===== config.mk =====
export PLATFORM = sky130hd
export DESIGN_NAME = tdc_meas_pacer
export DESIGN_NICKNAME = d
export VERILOG_FILES = /design/src/rtl/tdc_pkg.sv /design/src/rtl/tdc_sync_fifo.sv /design/src/rtl/tdc_meas_pacer.sv
export SDC_FILE = /design/constraint.sdc
export NUM_CORES = 1
export LEC_CHECK = 0
export CAP_MARGIN = 30
export CORE_ASPECT_RATIO = 2
export CORE_MARGIN = 8
export CORE_UTILIZATION = 52
export CTS_BUF_LIST = sky130_fd_sc_hd__clkbuf_2 sky130_fd_sc_hd__clkbuf_4 sky130_fd_sc_hd__clkbuf_8
export DETAILED_ROUTE_END_ITERATION = 8
export MAX_ROUTING_LAYER = met4
export PLACE_DENSITY = 0.7
export SYNTH_ARGS = -nofsm -noshare
export SYNTH_HDL_FRONTEND = slang
export SYNTH_HIERARCHICAL = 1
export SYNTH_SLANG_ARGS = --single-unit

===== constraint.sdc =====
create_clock -name clk_20m -period 6.5 [get_ports clk_20m]
set_clock_uncertainty 0.1 [all_clocks]
set_input_delay 0.975 -clock clk_20m [delete_from_list [all_inputs] [get_ports clk_20m]]
set_output_delay 0.975 -clock clk_20m [all_outputs]
set_load 0.02 [all_outputs]

===== src/rtl/tdc_pkg.sv =====
// Shared types and constants for the TDC measurement pacer.
package tdc_pkg;

   localparam int COARSE_W_DEF = 16;
   localparam int FINE_W_DEF   = 8;
   localparam int DATA_W       = 24;

   localparam logic [DATA_W-1:0] TIMEOUT_WORD = 24'hFFFFFF;

   typedef enum logic {
      M_IDLE,
      M_RUN
   } meas_state_t;

   typedef enum logic [1:0] {
      O_IDLE,
      O_PULSE,
      O_GAP
   } out_state_t;

   function automatic logic [7:0] sat_inc8(input logic [7:0] v);
      return (v == 8'hFF) ? v : v + 8'd1;
   endfunction

endpackage


===== src/rtl/tdc_sync_fifo.sv =====
// Single-clock result buffer; head shows the oldest stored word.
// A push into a full FIFO lands only when a pop frees a slot on the same edge.
module tdc_sync_fifo
   import tdc_pkg::*;
#(
   parameter  int DEPTH = 8,
   localparam int AW    = $clog2(DEPTH)
) (
   input  logic              clk,
   input  logic              rst,
   input  logic              push,
   input  logic              pop,
   input  logic [DATA_W-1:0] wdata,
   output logic [DATA_W-1:0] head,
   output logic [AW:0]       count,
   output logic              full,
   output logic              empty
);

   logic [DATA_W-1:0] mem [DEPTH];
   logic [AW-1:0]     wr_ptr;
   logic [AW-1:0]     rd_ptr;
   logic              do_push;
   logic              do_pop;

   assign full    = (count == (AW+1)'(DEPTH));
   assign empty   = (count == '0);
   assign do_pop  = pop & ~empty;
   assign do_push = push & (~full | do_pop);
   assign head    = mem[rd_ptr];

   always_ff @(posedge clk) begin
      if (do_push) mem[wr_ptr] <= wdata;
   end

   always_ff @(posedge clk or posedge rst) begin
      if (rst) begin
         wr_ptr <= '0;
         rd_ptr <= '0;
         count  <= '0;
      end else begin
         if (do_push) wr_ptr <= wr_ptr + AW'(1);
         if (do_pop)  rd_ptr <= rd_ptr + AW'(1);
         case ({do_push, do_pop})
            2'b10:   count <= count + (AW+1)'(1);
            2'b01:   count <= count - (AW+1)'(1);
            default: count <= count;
         endcase
      end
   end

endmodule


===== src/rtl/tdc_meas_pacer.sv =====
// Start/stop interval measurement feeding a paced result stream to the UART framer.
// Optional: define TDC_TIMEOUT_EN to emit a timeout marker when the coarse count saturates.
module tdc_meas_pacer
   import tdc_pkg::*;
#(
   parameter  int COARSE_W   = COARSE_W_DEF,
   parameter  int FINE_W     = FINE_W_DEF,
   parameter  int FIFO_DEPTH = 8,
   parameter  int RDY_PULSE  = 4,
   parameter  int GAP_CYCLES = 2000,
   localparam int CNT_W      = $clog2(FIFO_DEPTH) + 1
) (
   input  logic              clk_20m,
   input  logic              rst,
   input  logic              start_in,
   input  logic              stop_in,
   input  logic [FINE_W-1:0] fine_code,
   output logic [DATA_W-1:0] data,
   output logic              data_rdy,
   output logic [CNT_W-1:0]  fifo_cnt,
   output logic [7:0]        drop_cnt
);

   localparam int OCNT_MAX = (GAP_CYCLES > RDY_PULSE) ? GAP_CYCLES : RDY_PULSE;
   localparam int OCNT_W   = $clog2(OCNT_MAX + 1);

   logic [2:0]          start_sh;
   logic [2:0]          stop_sh;
   logic                start_edge;
   logic                stop_edge;

   meas_state_t         meas_state, meas_next;
   logic [COARSE_W-1:0] coarse, coarse_next, coarse_inc;
   logic                push_req;
   logic [DATA_W-1:0]   push_word;

   out_state_t          out_state, out_next;
   logic [OCNT_W-1:0]   ocnt, ocnt_next;
   logic                rdy_next;
   logic                pop;

   logic [DATA_W-1:0]   fifo_head;
   logic                fifo_full;
   logic                fifo_empty;

   always_ff @(posedge clk_20m or posedge rst) begin
      if (rst) begin
         start_sh <= '0;
         stop_sh  <= '0;
      end else begin
         start_sh <= {start_sh[1:0], start_in};
         stop_sh  <= {stop_sh[1:0], stop_in};
      end
   end

   assign start_edge = start_sh[1] & ~start_sh[2];
   assign stop_edge  = stop_sh[1] & ~stop_sh[2];

   // The pushed count includes the stop cycle itself, so an N-cycle interval reads as N.
   always_comb begin
      meas_next   = meas_state;
      coarse_inc  = (coarse == '1) ? coarse : coarse + COARSE_W'(1);
      coarse_next = coarse;
      push_req    = 1'b0;
      push_word   = '0;
      case (meas_state)
         M_IDLE: begin
            if (start_edge) begin
               coarse_next = '0;
               meas_next   = M_RUN;
            end
         end
         M_RUN: begin
`ifdef TDC_TIMEOUT_EN
            if (coarse == '1) begin
               push_req  = 1'b1;
               push_word = TIMEOUT_WORD;
               meas_next = M_IDLE;
            end else if (stop_edge) begin
               push_req  = 1'b1;
               push_word = {coarse_inc, fine_code};
               meas_next = M_IDLE;
            end else begin
               coarse_next = coarse_inc;
            end
`else
            if (stop_edge) begin
               push_req  = 1'b1;
               push_word = {coarse_inc, fine_code};
               meas_next = M_IDLE;
            end else begin
               coarse_next = coarse_inc;
            end
`endif
         end
         default: meas_next = M_IDLE;
      endcase
   end

   always_ff @(posedge clk_20m or posedge rst) begin
      if (rst) begin
         meas_state <= M_IDLE;
         coarse     <= '0;
      end else begin
         meas_state <= meas_next;
         coarse     <= coarse_next;
      end
   end

   tdc_sync_fifo #(
      .DEPTH (FIFO_DEPTH)
   ) u_fifo (
      .clk   (clk_20m),
      .rst   (rst),
      .push  (push_req),
      .pop   (pop),
      .wdata (push_word),
      .head  (fifo_head),
      .count (fifo_cnt),
      .full  (fifo_full),
      .empty (fifo_empty)
   );

   always_ff @(posedge clk_20m or posedge rst) begin
      if (rst) begin
         drop_cnt <= '0;
      end else if (push_req && fifo_full && !pop) begin
         drop_cnt <= sat_inc8(drop_cnt);
      end
   end

   // One shared counter times both the valid pulse and the framer gap.
   always_comb begin
      out_next  = out_state;
      ocnt_next = ocnt;
      rdy_next  = data_rdy;
      pop       = 1'b0;
      case (out_state)
         O_IDLE: begin
            if (!fifo_empty) begin
               pop       = 1'b1;
               rdy_next  = 1'b1;
               ocnt_next = '0;
               out_next  = O_PULSE;
            end
         end
         O_PULSE: begin
            if (ocnt == OCNT_W'(RDY_PULSE - 1)) begin
               rdy_next  = 1'b0;
               ocnt_next = '0;
               out_next  = O_GAP;
            end else begin
               ocnt_next = ocnt + OCNT_W'(1);
            end
         end
         O_GAP: begin
            if (ocnt == OCNT_W'(GAP_CYCLES - 1)) begin
               ocnt_next = '0;
               out_next  = O_IDLE;
            end else begin
               ocnt_next = ocnt + OCNT_W'(1);
            end
         end
         default: out_next = O_IDLE;
      endcase
   end

   always_ff @(posedge clk_20m or posedge rst) begin
      if (rst) begin
         out_state <= O_IDLE;
         ocnt      <= '0;
         data_rdy  <= 1'b0;
         data      <= '0;
      end else begin
         out_state <= out_next;
         ocnt      <= ocnt_next;
         data_rdy  <= rdy_next;
         if (pop) data <= fifo_head;
      end
   end

endmodule

# Word level (Yosys, flattened, before mapping)
# Memories as Yosys holds them, arrays and structs flattened. A register that Yosys moved wholly into a read port is not among the register bits.
# Index checks and enable logic that the tools add are counted.
# Widths: inputs -> output; s select.
# totals
regBits,55
ram_bits,192
inputBits,12
memories,1
# classes
addsub,7
eq_ne,14
mux,27
bitwise_logic,11
n_reduce_logical,13
# memory_table
memory,words,width,read_ports,rd_clocked_by_memory_dff,wr,line,rtl
u_fifo.mem,8,24,1,1,1,tdc_sync_fifo.sv:20,logic [DATA_W-1:0] mem [DEPTH];
# ops
op,n
$mux 16,3
$mux 24,2
$mux 11,3
$pmux 11 s3,1
$pmux 16 s2,1
$add 16x1->16 const B,1
$eq 16x16->1 const B,1
$add 11x1->11 const B,1
$eq 11x11->1 const B,1
$eq 11x2->1 const B,1
$mux 1,10
$ne 2x2->1 const B,5
$add 8x1->8 const B,1
$eq 8x8->1 const B,1
$pmux 4 s2,1
$add 3x1->3 const B,2
$mux 2,3
$not 1->1,6
$pmux 2 s3,1
$reduce_and 2->1,3
$reduce_and 3->1,2
$add 4x1->4 const B,1
$and 1x1->1,4
$eq 2x1->1 const B,2
other kinds (11),15

# Depth between registers and ports, before layout
# Gate-level depths: netlist of the first run.
# logic_depth
word_depth,8
ltp_mapped,14
ltp_nobuf,11

# Hierarchy
# Netlist of the first run, hierarchy kept.
# modules_own_cells
module,instances,cells_each,area_per_inst_um2,seq_area_each_um2
tdc_sync_fifo,1,350,7927.6,6015.8
tdc_meas_pacer,1,345,3659.8,1726.7

# Worst setup path after synthesis of the first run
# OpenSTA, ideal clock, no wires.
# synth_timing
kind,register to register
from,register u_fifo.count[1]
to,memory u_fifo.mem[0][0] (enable)
setup_time_ps,435
arrival_ps,3613
required_time_ps,5965
setup_slack_ps,2351
path_stages_with_launch,11
path_buffers,3
synth_period_minus_slack_ps,4149
path_cell_list,dfrtp_1 or3_1 buf_2 nor2_1 nor2b_1 buf_2 buf_2 nand2b_1 o21a_1 nand2b_1 nor3_1
# synth_via
elab_chain_cells,8
word_cells_on_any_way,11
# synth_lines
element,line,rtl
from (decl),tdc_sync_fifo.sv:15,"output logic [AW:0] count,"
from (signal assigned),tdc_sync_fifo.sv:45,2'b10: count <= count + (AW+1)'(1);
from (signal assigned),tdc_sync_fifo.sv:46,2'b01: count <= count - (AW+1)'(1);
from (signal assigned),tdc_sync_fifo.sv:47,default: count <= count;
$logic_not 4->1,tdc_sync_fifo.sv:27,assign empty = (count == '0);
named net fifo_empty,tdc_meas_pacer.sv:44,logic fifo_empty;
$mux 1,tdc_meas_pacer.sv:140,if (!fifo_empty) begin
$mux 1,tdc_meas_pacer.sv:138,case (out_state)
named net pop,tdc_meas_pacer.sv:40,logic pop;
$and 1x1->1,tdc_sync_fifo.sv:28,assign do_pop = pop & ~empty;
$or 1x1->1,tdc_sync_fifo.sv:29,assign do_push = push & (~full | do_pop);
$and 1x1->1,tdc_sync_fifo.sv:29,
$mux 1,tdc_sync_fifo.sv:33,if (do_push) mem[wr_ptr] <= wdata;
$mux 1 (not written as such),tdc_sync_fifo.sv:33,
to (decl),tdc_sync_fifo.sv:20,
# The timed path passes the listed nets, and every way through them passes these cells.

# Final worst setup path of the first run
# layout_timing
from,register u_fifo.count[0]
to,register u_fifo.count[3]
# layout_via
elab_chain_cells,8
word_cells_on_any_way,15
# layout_lines
element,line,rtl
$logic_not 4->1 *,tdc_sync_fifo.sv:27,
named net fifo_empty,tdc_meas_pacer.sv:44,
$mux 1,tdc_meas_pacer.sv:140,
$mux 1,tdc_meas_pacer.sv:138,
$and 1x1->1 *,tdc_sync_fifo.sv:28,
$or 1x1->1,tdc_sync_fifo.sv:29,
$and 1x1->1,tdc_sync_fifo.sv:29,
$eq 2x1->1 or $eq 2x2->1 (tied branches),tdc_sync_fifo.sv:44,"case ({do_push, do_pop})"
$pmux 4 s2 or $reduce_bool 2->1 (tied branches),n/a,
# The timed path passes the listed nets; every way through them passes the cells marked *.
# A chain may end at the register's enable or synchronous reset.

==> results of run 1 <==
[critical path: stages, from the launching register on]
cell      delay (ps)
dfrtp_1          400
or3_1            550
nor2_1           370
nor2b_4           70
buf_4            290
o21ai_2          160
or2_2            170
inv_1             60
ha_1             290
or2_2            290
nand3_1          110
mux2_2           330
nand3b_1          80
[power by group through the flow]
| stage | Combinational, mW | Clock [mW] | Sequential (mW) |
|---|---|---|---|
| detailed placement | 1.81 | 0 | 2.22 |
| CTS | 1.82 | 1.49 | 2.18 |
| global placement | 1.75 | 0 | 2.20 |
| finish | 1.77 | 1.46 | 2.18 |
| global route | 1.91 | 1.57 | 2.21 |
| floorplan | 1.21 | 0 | 2.31 |
[area by class of cell]
type	instances	area, µm²
clock buffers	49	624.3
repair buffers	67	650.6
well taps	276	345.3
multi-input cells	373	3615
inverters	17	63.81
flip-flops and latches	271	7745
fillers	1613	8700
clock inverters	22	222.7
[flip-flops by register name, indices dropped and copies added (netlist names)]
signal / flops
u_fifo/mem: 192
data: 24
coarse: 16
ocnt: 11
drop_cnt: 8
u_fifo/count: 4
start_sh: 3
stop_sh: 3
u_fifo/rd_ptr: 3
u_fifo/wr_ptr: 3
out_state: 2
data_rdy: 1
meas_state: 1
[metal layers]
layer	GRT usage, %	up-vias	share of wire [%]
met5	-	-	0
met4	7.249	0	2.7
met3	2.807	49	3.9
met2	35.02	168	58
met1	17.84	3306	35
li1	-	2873	-
[synthesized netlist by cell type (3+ instances only)]
cell type	instances
edfxtp_1	192
dfrtp_1	79
mux4_2	48
mux2_2	42
nand2_1	32
a21oi_1	28
o21ai_0	19
nor2_1	18
inv_1	16
nand3_1	16
buf_2	14
xnor2_1	12
xor2_1	12
clkbuf_1	11
ha_1	11
nor3_1	11
mux2_4	10
and2_1	9
nand4_1	8
or3_1	7
a31oi_1	6
nand2b_1	6
o21ai_2	6
and3_1	5
a211oi_1	4
o211ai_1	4
and4_1	3
buf_6	3
clkbuf_2	3
nand3b_1	3
nor4_1	3
o21a_1	3
o311ai_0	3
or4_1	3
[stage by stage]
stage	total power, mW	util [%]	std cells	setup slack [ps]
after global routing	5.686	60.40	1075	2909
after global placement	3.951	56.28	1000	3197
final	5.416	60.40	1075	3136
after CTS	5.494	60.40	1075	3111
after floorplan	3.516	-	695	2351
after detailed placement	4.030	56.54	1004	3133
[worst paths after layout]
kind	to	slack, ps	depth (start not counted)
setup / recovery	u_fifo/count[3]$_DFFE_PP0P_	3140	12
hold / removal	start_sh[1]$_DFF_PP0_	250	0
setup reg to reg	u_fifo/count[3]$_DFFE_PP0P_	3140	12
hold reg to reg	start_sh[1]$_DFF_PP0_	250	0
max in group asynchronous	coarse[15]$_DFFE_PP0P_	4430	3
min in group asynchronous	u_fifo/count[0]$_DFFE_PP0P_	690	2
[logic make-up (layout without fill, tap and decap cells)]
family	after synthesis	in the layout	synth area share, %
AO/OA/AOI/OAI	96	96	5.928
XOR/XNOR	24	24	1.814
adder cells (fa/ha/maj)	12	12	1.361
buffers and inverters	51	155	2.311
flip-flops	271	271	66.82
multiplexers	102	102	14.88
AND/OR/NAND/NOR	139	139	6.889
==> flow_summary.json, run 1 <==
{
  "dieHeight_um": 227.1,
  "timing.final.crit_share_pct": 51.76,
  "fin_crit_ps": 3364,
  "cts-root-buf": "clkbuf_8",
  "syn_inst": 695,
  "via_per_inst": 5.950,
  "hold_viol": 0,
  "power.density_nw_per_um2": 408.2,
  "overflow": 0,
  "slew_violations": 0,
  "r2r_start": "u_fifo/count[0]$_DFFE_PP0P_",
  "synth_edf_count": 192,
  "yosysTopAreaCellShare_pct": 49.76,
  "final_common_cell": "edfxtp_1",
  "final_cell_mix": "edfxtp_1 (192), dfrtp_1 (77), clkdlybuf4s50_1 (48), mux4_2 (48), mux2_2 (42)",
  "syn_area_um2": 11590,
  "grt_pass1_wl_um": 37740,
  "grt_pass1_vias": 7076,
  "worstPathMaxFanout": 33,
  "end_kind": "flip-flop",
  "drt_iter0_drc": 354,
  "status": "finished, final reports clean",
  "rsz0062_at_grt": "no",
  "yosys_warnings": 6,
  "maxCapViolations": 0,
  "synth_area_leaders": "edfxtp_1 (50%), dfrtp_1 (17%), mux4_2 (9.3%), mux2_2 (4.1%), mux2_4 (1.3%)",
  "die-area_um2": 27610,
  "area.growth.synth_to_final_pct": 14.49,
  "core_area_um2": 21970,
  "worstSkewPairLatency_ps": 540,
  "antenna_found_initial": 0,
  "syn_area_per_cell_um2": 16.67,
  "setup-violations-final": 0,
  "pwr-share-seq_pct": 40.3,
  "cts.sinks": 271,
  "cts_tree": "done",
  "power_leakage_nw": 4.694,
  "clock_power_share_pct": 26.9,
  "path_class": "flip-flop to flip-flop",
  "worst_slew_pin_slew_ps": 999.9,
  "synth_area_leader_cell": "edfxtp_1",
  "cts_hold_buffers": 0,
  "fin_nets": 793,
  "antennaDiodeCount": 0,
  "placed_area_um2": 12420,
  "routed_wl_um": 23720,
  "async_flop_share_pct": 29.15,
  "worstPathArrival_ps": 3730,
  "ys_seq_area_share_pct": 66.82,
  "path_clk_slew_ps": 70,
  "rows": 77,
  "min_from": "start_sh[0]$_DFF_PP0_",
  "cts_buffers": 39,
  "ioPinCount": 49,
  "irDropWorstVdd_mv": 0.3809,
  "finalSetupTns_ps": 0,
  "avgRoutedWirePerCell_um": 22.06,
  "post_cts_buffers": 0,
  "hp-class": "flip-flop to flip-flop",
  "cp-start-kind": "flip-flop",
  "drive_gt1_share_pct": 26.78,
  "postCtsResizedCells": 0,
  "ys_ff_latch": 271,
  "ys_types": 70,
  "p_sw_mw": 1.606,
  "vias": 6396,
  "dr.pass1.iters": 5,
  "ant_nets": 0,
  "gp_congestion": 0.8933,
  "synth.net_count": 719,
  "p_int_mw": 3.810,
  "htreeDepth": 2,
  "start_util_pct": 52.75,
  "drc": 0,
  "clockBufferDepth": 3,
  "gr-usage-all-layers_pct": 18.36,
  "fmax_ghz": 0.2972,
  "io_buffers": 48,
  "swShare_pct": 29.65,
  "hpwl_um": 15360,
  "crit_required_ps": 6860,
  "die_x_um": 121.6,
  "cp-startpoint": "u_fifo/count[0]$_DFFE_PP0P_",
  "grt_max_degree": 51,
  "comb_power_share_pct": 32.8,
  "ys.flop_type": "edfxtp_1",
  "relSlewSlack_pct": 32.94,
  "hold_slack_ps": 250.0,
  "final_area_um2": 13270
}
(Power assumes the default switching activity.)
==> inputs of run 2 (changes only) <==
--- a/config.mk
+++ b/config.mk
@@ -12,7 +12,7 @@
 export CTS_BUF_LIST = sky130_fd_sc_hd__clkbuf_2 sky130_fd_sc_hd__clkbuf_4 sky130_fd_sc_hd__clkbuf_8
 export DETAILED_ROUTE_END_ITERATION = 8
 export MAX_ROUTING_LAYER = met4
-export PLACE_DENSITY = 0.7
+export PLACE_DENSITY = 0.73
 export SYNTH_ARGS = -nofsm -noshare
 export SYNTH_HDL_FRONTEND = slang
 export SYNTH_HIERARCHICAL = 1
==> constraint.sdc (replaced) <==
create_clock -name clk_20m -period 3 [get_ports clk_20m]
set_clock_uncertainty 0.1 [all_clocks]
set_input_delay 0.45 -clock clk_20m [delete_from_list [all_inputs] [get_ports clk_20m]]
set_output_delay 0.45 -clock clk_20m [all_outputs]
set_load 0.02 [all_outputs]
==> flow_summary.json, run 2 (synthesized netlist as in run 1, its figures left out) <==
{
  "start_util_pct": 52.75,
  "path_clk_slew_ps": 70,
  "grt_max_degree": 37,
  "gp_congestion": 0.8650,
  "hpwl_um": 15770,
  "dr.pass1.iters": 5,
  "cts_hold_buffers": 0,
  "gr-usage-all-layers_pct": 18.62,
  "placed_area_um2": 12570,
  "power.density_nw_per_um2": 865.1,
  "via_per_inst": 5.994,
  "post_cts_buffers": 0,
  "grt_pass1_vias": 7216,
  "htreeDepth": 2,
  "die-area_um2": 27610,
  "grt_pass1_wl_um": 38460,
  "ioPinCount": 49,
  "slew_violations": 0,
  "ant_nets": 0,
  "fin_crit_ps": 2868,
  "cts-root-buf": "clkbuf_8",
  "reg2reg_to": "u_fifo/count[3]$_DFFE_PP0P_",
  "end_kind": "flip-flop",
  "path_class": "flip-flop to flip-flop",
  "postCtsResizedCells": 0,
  "vias": 6503,
  "cts.sinks": 271,
  "fmax_ghz": 0.3487,
  "max_stage_delay_ps": 440,
  "largestRegisters": "u_fifo/mem x192, data x24, coarse x16",
  "cts_buffers": 38,
  "power_leakage_nw": 4.733,
  "hold_viol": 0,
  "dieHeight_um": 227.1,
  "worst_slew_pin_slew_ps": 959.8,
  "hp-class": "primary input to async pin",
  "top_register": "u_fifo/mem",
  "cp-start-kind": "flip-flop",
  "avgRoutedWirePerCell_um": 22.11,
  "area.growth.synth_to_final_pct": 14.98,
  "status": "finished, final reports clean",
  "worstPathMaxFanout": 5,
  "fin_nets": 804,
  "drc": 0,
  "core_area_um2": 21970,
  "drt_iter0_drc": 458,
  "worstPathCellList": "or3_1, nor2_4, nor2b_4, buf_4, o21ai_2, or2_2, inv_1, ha_1, or2_2, nand3_1, mux2_2, nand3b_1",
  "r2r_start": "u_fifo/count[0]$_DFFE_PP0P_",
  "rsz0062_at_grt": "no",
  "antennaDiodeCount": 0,
  "relSlewSlack_pct": 35.81,
  "final_area_um2": 13320,
  "worst-r2r-cell-count": 12,
  "crit_required_ps": 3360,
  "maxCapViolations": 0,
  "regToRegSetupSlack_ps": 130,
  "rows": 77,
  "crit_top_cell": "or2_2",
  "clockBufferDepth": 3,
  "routed_wl_um": 23990,
  "final_cell_mix": "edfxtp_1 (192), dfrtp_1 (74), clkdlybuf4s50_1 (48), mux4_2 (48)",
  "drive_gt1_share_pct": 29.30,
  "die_x_um": 121.6,
  "worstPathArrival_ps": 3220,
  "antenna_found_initial": 0,
  "finalSetupTns_ps": 0,
  "overflow": 0,
  "post-route-util_pct": 60.65,
  "final_common_cell": "edfxtp_1",
  "largest_reg_flops": 192,
  "cts_tree": "done",
  "irDropWorstVdd_mv": 0.7468,
  "crit_slowest_cell": "or3_1",
  "timing.final.crit_share_pct": 95.60,
  "worstSkewPairLatency_ps": 520,
  "setup-violations-final": 0,
  "io_buffers": 48
}
==> run 2: cell count changes in the layout (fill, tap and decap cells not counted), moves of 3 or more <==
cell,previous run,this run
buf_12,0,4
clkinv_1,13,4
clkinv_2,4,7
dfrtp_2,2,5
buf_4,16,26
dfrtp_1,77,74
bufinv_16,5,0
clkbuf_4,8,16
==> run 2: final cells by class <==
class	instances	area, µm²
clock buffer	58	698.2
clock inverter	11	53.80
fill	1589	8643
inverter	17	63.81
multi-input combinational	373	3630
sequential	271	7749
tap	276	345.3
timing repair buffer	79	783.3
==> run 2: how the worst max path moves through the flow <==
stage                                       end                   startpoint  depth (start not counted)  slack [ps]
global route        u_fifo/count[3]$_DFFE_PP0P_  u_fifo/count[0]$_DFFE_PP0P_                         12          20
detailed placement  u_fifo/count[3]$_DFFE_PP0P_  u_fifo/count[0]$_DFFE_PP0P_                         12         150
CTS                 u_fifo/count[3]$_DFFE_PP0P_  u_fifo/count[0]$_DFFE_PP0P_                         12         130
finish              u_fifo/count[3]$_DFFE_PP0P_  u_fifo/count[0]$_DFFE_PP0P_                         12         130
floorplan           u_fifo/count[3]$_DFFE_PP0P_  u_fifo/count[0]$_DFFE_PP0P_                         14           3
global placement     u_fifo/mem[0][2]$_DFFE_PP_     out_state[0]$_DFFE_PP0P_                          8         150
==> run 2: power by group <==
group | leakage (nW) | switching (mW) | total, mW | internal (mW)
Clock | 0.408 | 1.31 | 2.80 | 1.49
Sequential | 2.70 | 0.344 | 4.80 | 4.46
Combinational | 1.63 | 1.85 | 3.92 | 2.07
==> run 2: worst max-delay path, delay by kind of cell, from the launching register on <==
kind            cells  cell delay, ps
compound gates      1              90
fa+ha+maj           1             310
buf+inv             2             200
mux                 1             340
simple gates        7            1350
flops               1             420
==> run 2: metrics by stage <==
step / setup WS (ps) / cells / power [mW] / hold slack, ps
2_1_floorplan: 2.902 / 695 / 7.668 / 190.0
3_3_place_gp: 154.2 / 1015 / 8.667 / 233.7
3_5_place_dp: 152.5 / 1016 / 8.866 / 234.7
4_1_cts: 130.6 / 1085 / 11.68 / 160.2
5_1_grt: 22.49 / 1085 / 12.10 / 222.6
6_report: 132.0 / 1085 / 11.53 / 173.6
==> run 2: per-layer routing <==
layer,GRT usage (%),share of wire (%),up-vias
met2,34.06,57,215
met1,18.43,34,3325
li1,-,-,2889
met4,10.57,4.6,0
met5,-,0,-
met3,2.385,4.3,74
==> inputs of run 3 (changes only) <==
--- a/config.mk
+++ b/config.mk
@@ -13,6 +13,7 @@
 export DETAILED_ROUTE_END_ITERATION = 8
 export MAX_ROUTING_LAYER = met4
 export PLACE_DENSITY = 0.73
+export SLEW_MARGIN = 20
 export SYNTH_ARGS = -nofsm -noshare
 export SYNTH_HDL_FRONTEND = slang
 export SYNTH_HIERARCHICAL = 1
==> flow_summary.json, run 3 (synthesized netlist as in run 1, its figures left out) <==
{
  "grt-busiest-layer": "met2",
  "fmax_ghz": 0.3490,
  "hold_slack_ps": 150.8,
  "avgRoutedWirePerCell_um": 22.07,
  "htreeDepth": 2,
  "ioPinCount": 49,
  "crit_family": "simple AND/OR/NAND/NOR gates",
  "hpwl_um": 15590,
  "die_x_um": 121.6,
  "die-area_um2": 27610,
  "maxCapViolations": 0,
  "fin_nets": 805,
  "crit_slowest_cell": "or3_1",
  "post_cts_buffers": 0,
  "grt_pass1_vias": 7051,
  "crit_buf_inv": 2,
  "end_kind": "flip-flop",
  "worstPathMaxFanout": 5,
  "grt_max_degree": 37,
  "worstPathCellList": "or3_1, nor2_4, nor2b_4, buf_4, o21ai_2, or2_2, inv_1, ha_1, or2_2, nand3_1, mux2_2, nand3b_1",
  "finalWorstSetupSlack_ps": 134.9,
  "timing.final.crit_share_pct": 95.50,
  "grt.met3_usage_pct": 2.509,
  "hp-class": "primary input to async pin",
  "final_common_cell": "edfxtp_1",
  "routed_wl_um": 23960,
  "rows": 77,
  "cts.sinks": 271,
  "gp_congestion": 0.8650,
  "rsz0062_at_grt": "no",
  "final_cell_mix": "edfxtp_1 (192), dfrtp_1 (74), clkdlybuf4s50_1 (48), mux4_2 (48), mux2_2 (42)",
  "fin_crit_ps": 2865,
  "core_area_um2": 21970,
  "path_clk_slew_ps": 60,
  "irDropWorstVdd_mv": 0.6890,
  "cts-root-buf": "clkbuf_8",
  "drc": 0,
  "area.growth.synth_to_final_pct": 15.87,
  "start_util_pct": 52.75,
  "worstPathArrival_ps": 3220,
  "drive_gt1_share_pct": 29.14,
  "grt_use_met2_pct": 33.24,
  "grt_pass1_wl_um": 37830,
  "ant_nets": 0,
  "via_per_inst": 5.948,
  "setup-violations-final": 0,
  "cts_buffers": 38,
  "cts_tree": "done",
  "power.density_nw_per_um2": 886.5,
  "top_register": "u_fifo/mem",
  "largest_reg_flops": 192,
  "grtUsageMet1_pct": 18.48,
  "io_buffers": 48,
  "slew_violations": 0,
  "postCtsResizedCells": 0,
  "finalSetupTns_ps": 0,
  "relSlewSlack_pct": 44.81,
  "antenna_found_initial": 0,
  "worstSkewPairLatency_ps": 530,
  "power_leakage_nw": 4.774,
  "largestRegisters": "u_fifo/mem x192, data x24, coarse x16",
  "worst_slew_pin_slew_ps": 817.1,
  "overflow": 0,
  "max_stage_delay_ps": 440,
  "clockBufferDepth": 3,
  "crit_top_cell": "or2_2",
  "drt_iter0_drc": 460,
  "cp-start-kind": "flip-flop",
  "vias": 6459,
  "cts_hold_buffers": 0,
  "hold_viol": 0,
  "dr.pass1.iters": 5,
  "status": "finished, final reports clean",
  "antennaDiodeCount": 0,
  "crit_required_ps": 3360,
  "dieHeight_um": 227.1,
  "gr-usage-all-layers_pct": 18.40,
  "path_class": "flip-flop to flip-flop",
  "post-route-util_pct": 61.12,
  "dpl_worst_slack_ps": 148.7
}
==> run 3: cell count changes in the layout (fill, tap and decap cells not counted), sizes merged <==
cell	previous run	this run
bufinv	0	5
buf	31	32
clkbuf	58	53
==> run 3: worst paths after layout <==
check,startpoint,endpoint,slack (ps),cells past startpoint
setup / recovery,u_fifo/count[0]$_DFFE_PP0P_,u_fifo/count[3]$_DFFE_PP0P_,130,12
setup reg to reg,u_fifo/count[0]$_DFFE_PP0P_,u_fifo/count[3]$_DFFE_PP0P_,130,12
min in group clk_20m,stop_sh[0]$_DFF_PP0_,stop_sh[1]$_DFF_PP0_,250,0
hold reg to reg,stop_sh[0]$_DFF_PP0_,stop_sh[1]$_DFF_PP0_,250,0
hold / removal,rst,u_fifo/wr_ptr[0]$_DFFE_PP0P_,150,2
max in group asynchronous,rst,coarse[4]$_DFFE_PP0P_,1840,3
==> run 3: metal layers <==
layer / vias to the layer above / routed length [µm]
met3: 76 / 898
met2: 193 / 13350
met4: 0 / 1186
met1: 3287 / 8531
met5: - / 0
li1: 2903 / -
==> run 3: where the power goes <==
group          internal (mW)  leakage [nW]  switching (mW)  total [mW]
registers               4.46          2.70           0.340        4.80
clock network           1.84         0.446            1.35        3.19
logic                   2.07          1.63            1.85        3.92
total                   8.36          4.77            3.54        11.9
==> run 3: per-stage QoR <==
| stage | total power [mW] | instance area [µm²] | cells |
|---|---|---|---|
| 6_report | 11.90 | 13430 | 1086 |
| 5_1_grt | 12.48 | 13430 | 1086 |
| 4_1_cts | 12.05 | 13410 | 1085 |
| 3_5_place_dp | 8.851 | 12560 | 1016 |
| 3_3_place_gp | 8.667 | 12540 | 1015 |
| 2_1_floorplan | 7.668 | 11640 | 695 |
==> run 3: area by class of cell <==
type | count | area (µm²)
fill | 1586 | 8539
sequential | 271 | 7749
multi-input combinational | 373 | 3630
timing repair buffer | 80 | 785.8
clock buffer | 53 | 648.1
tap | 276 | 345.3
clock inverter | 16 | 205.2
inverter | 17 | 63.81
==> run 3: worst register-to-register path, cell delays in order (launching register included) <==
cell	delay (ps)
dfrtp_2	420
or3_1	440
nor2_4	180
nor2b_4	60
buf_4	130
o21ai_2	90
or2_2	170
inv_1	60
ha_1	310
or2_2	300
nand3_1	120
mux2_2	340
nand3b_1	90
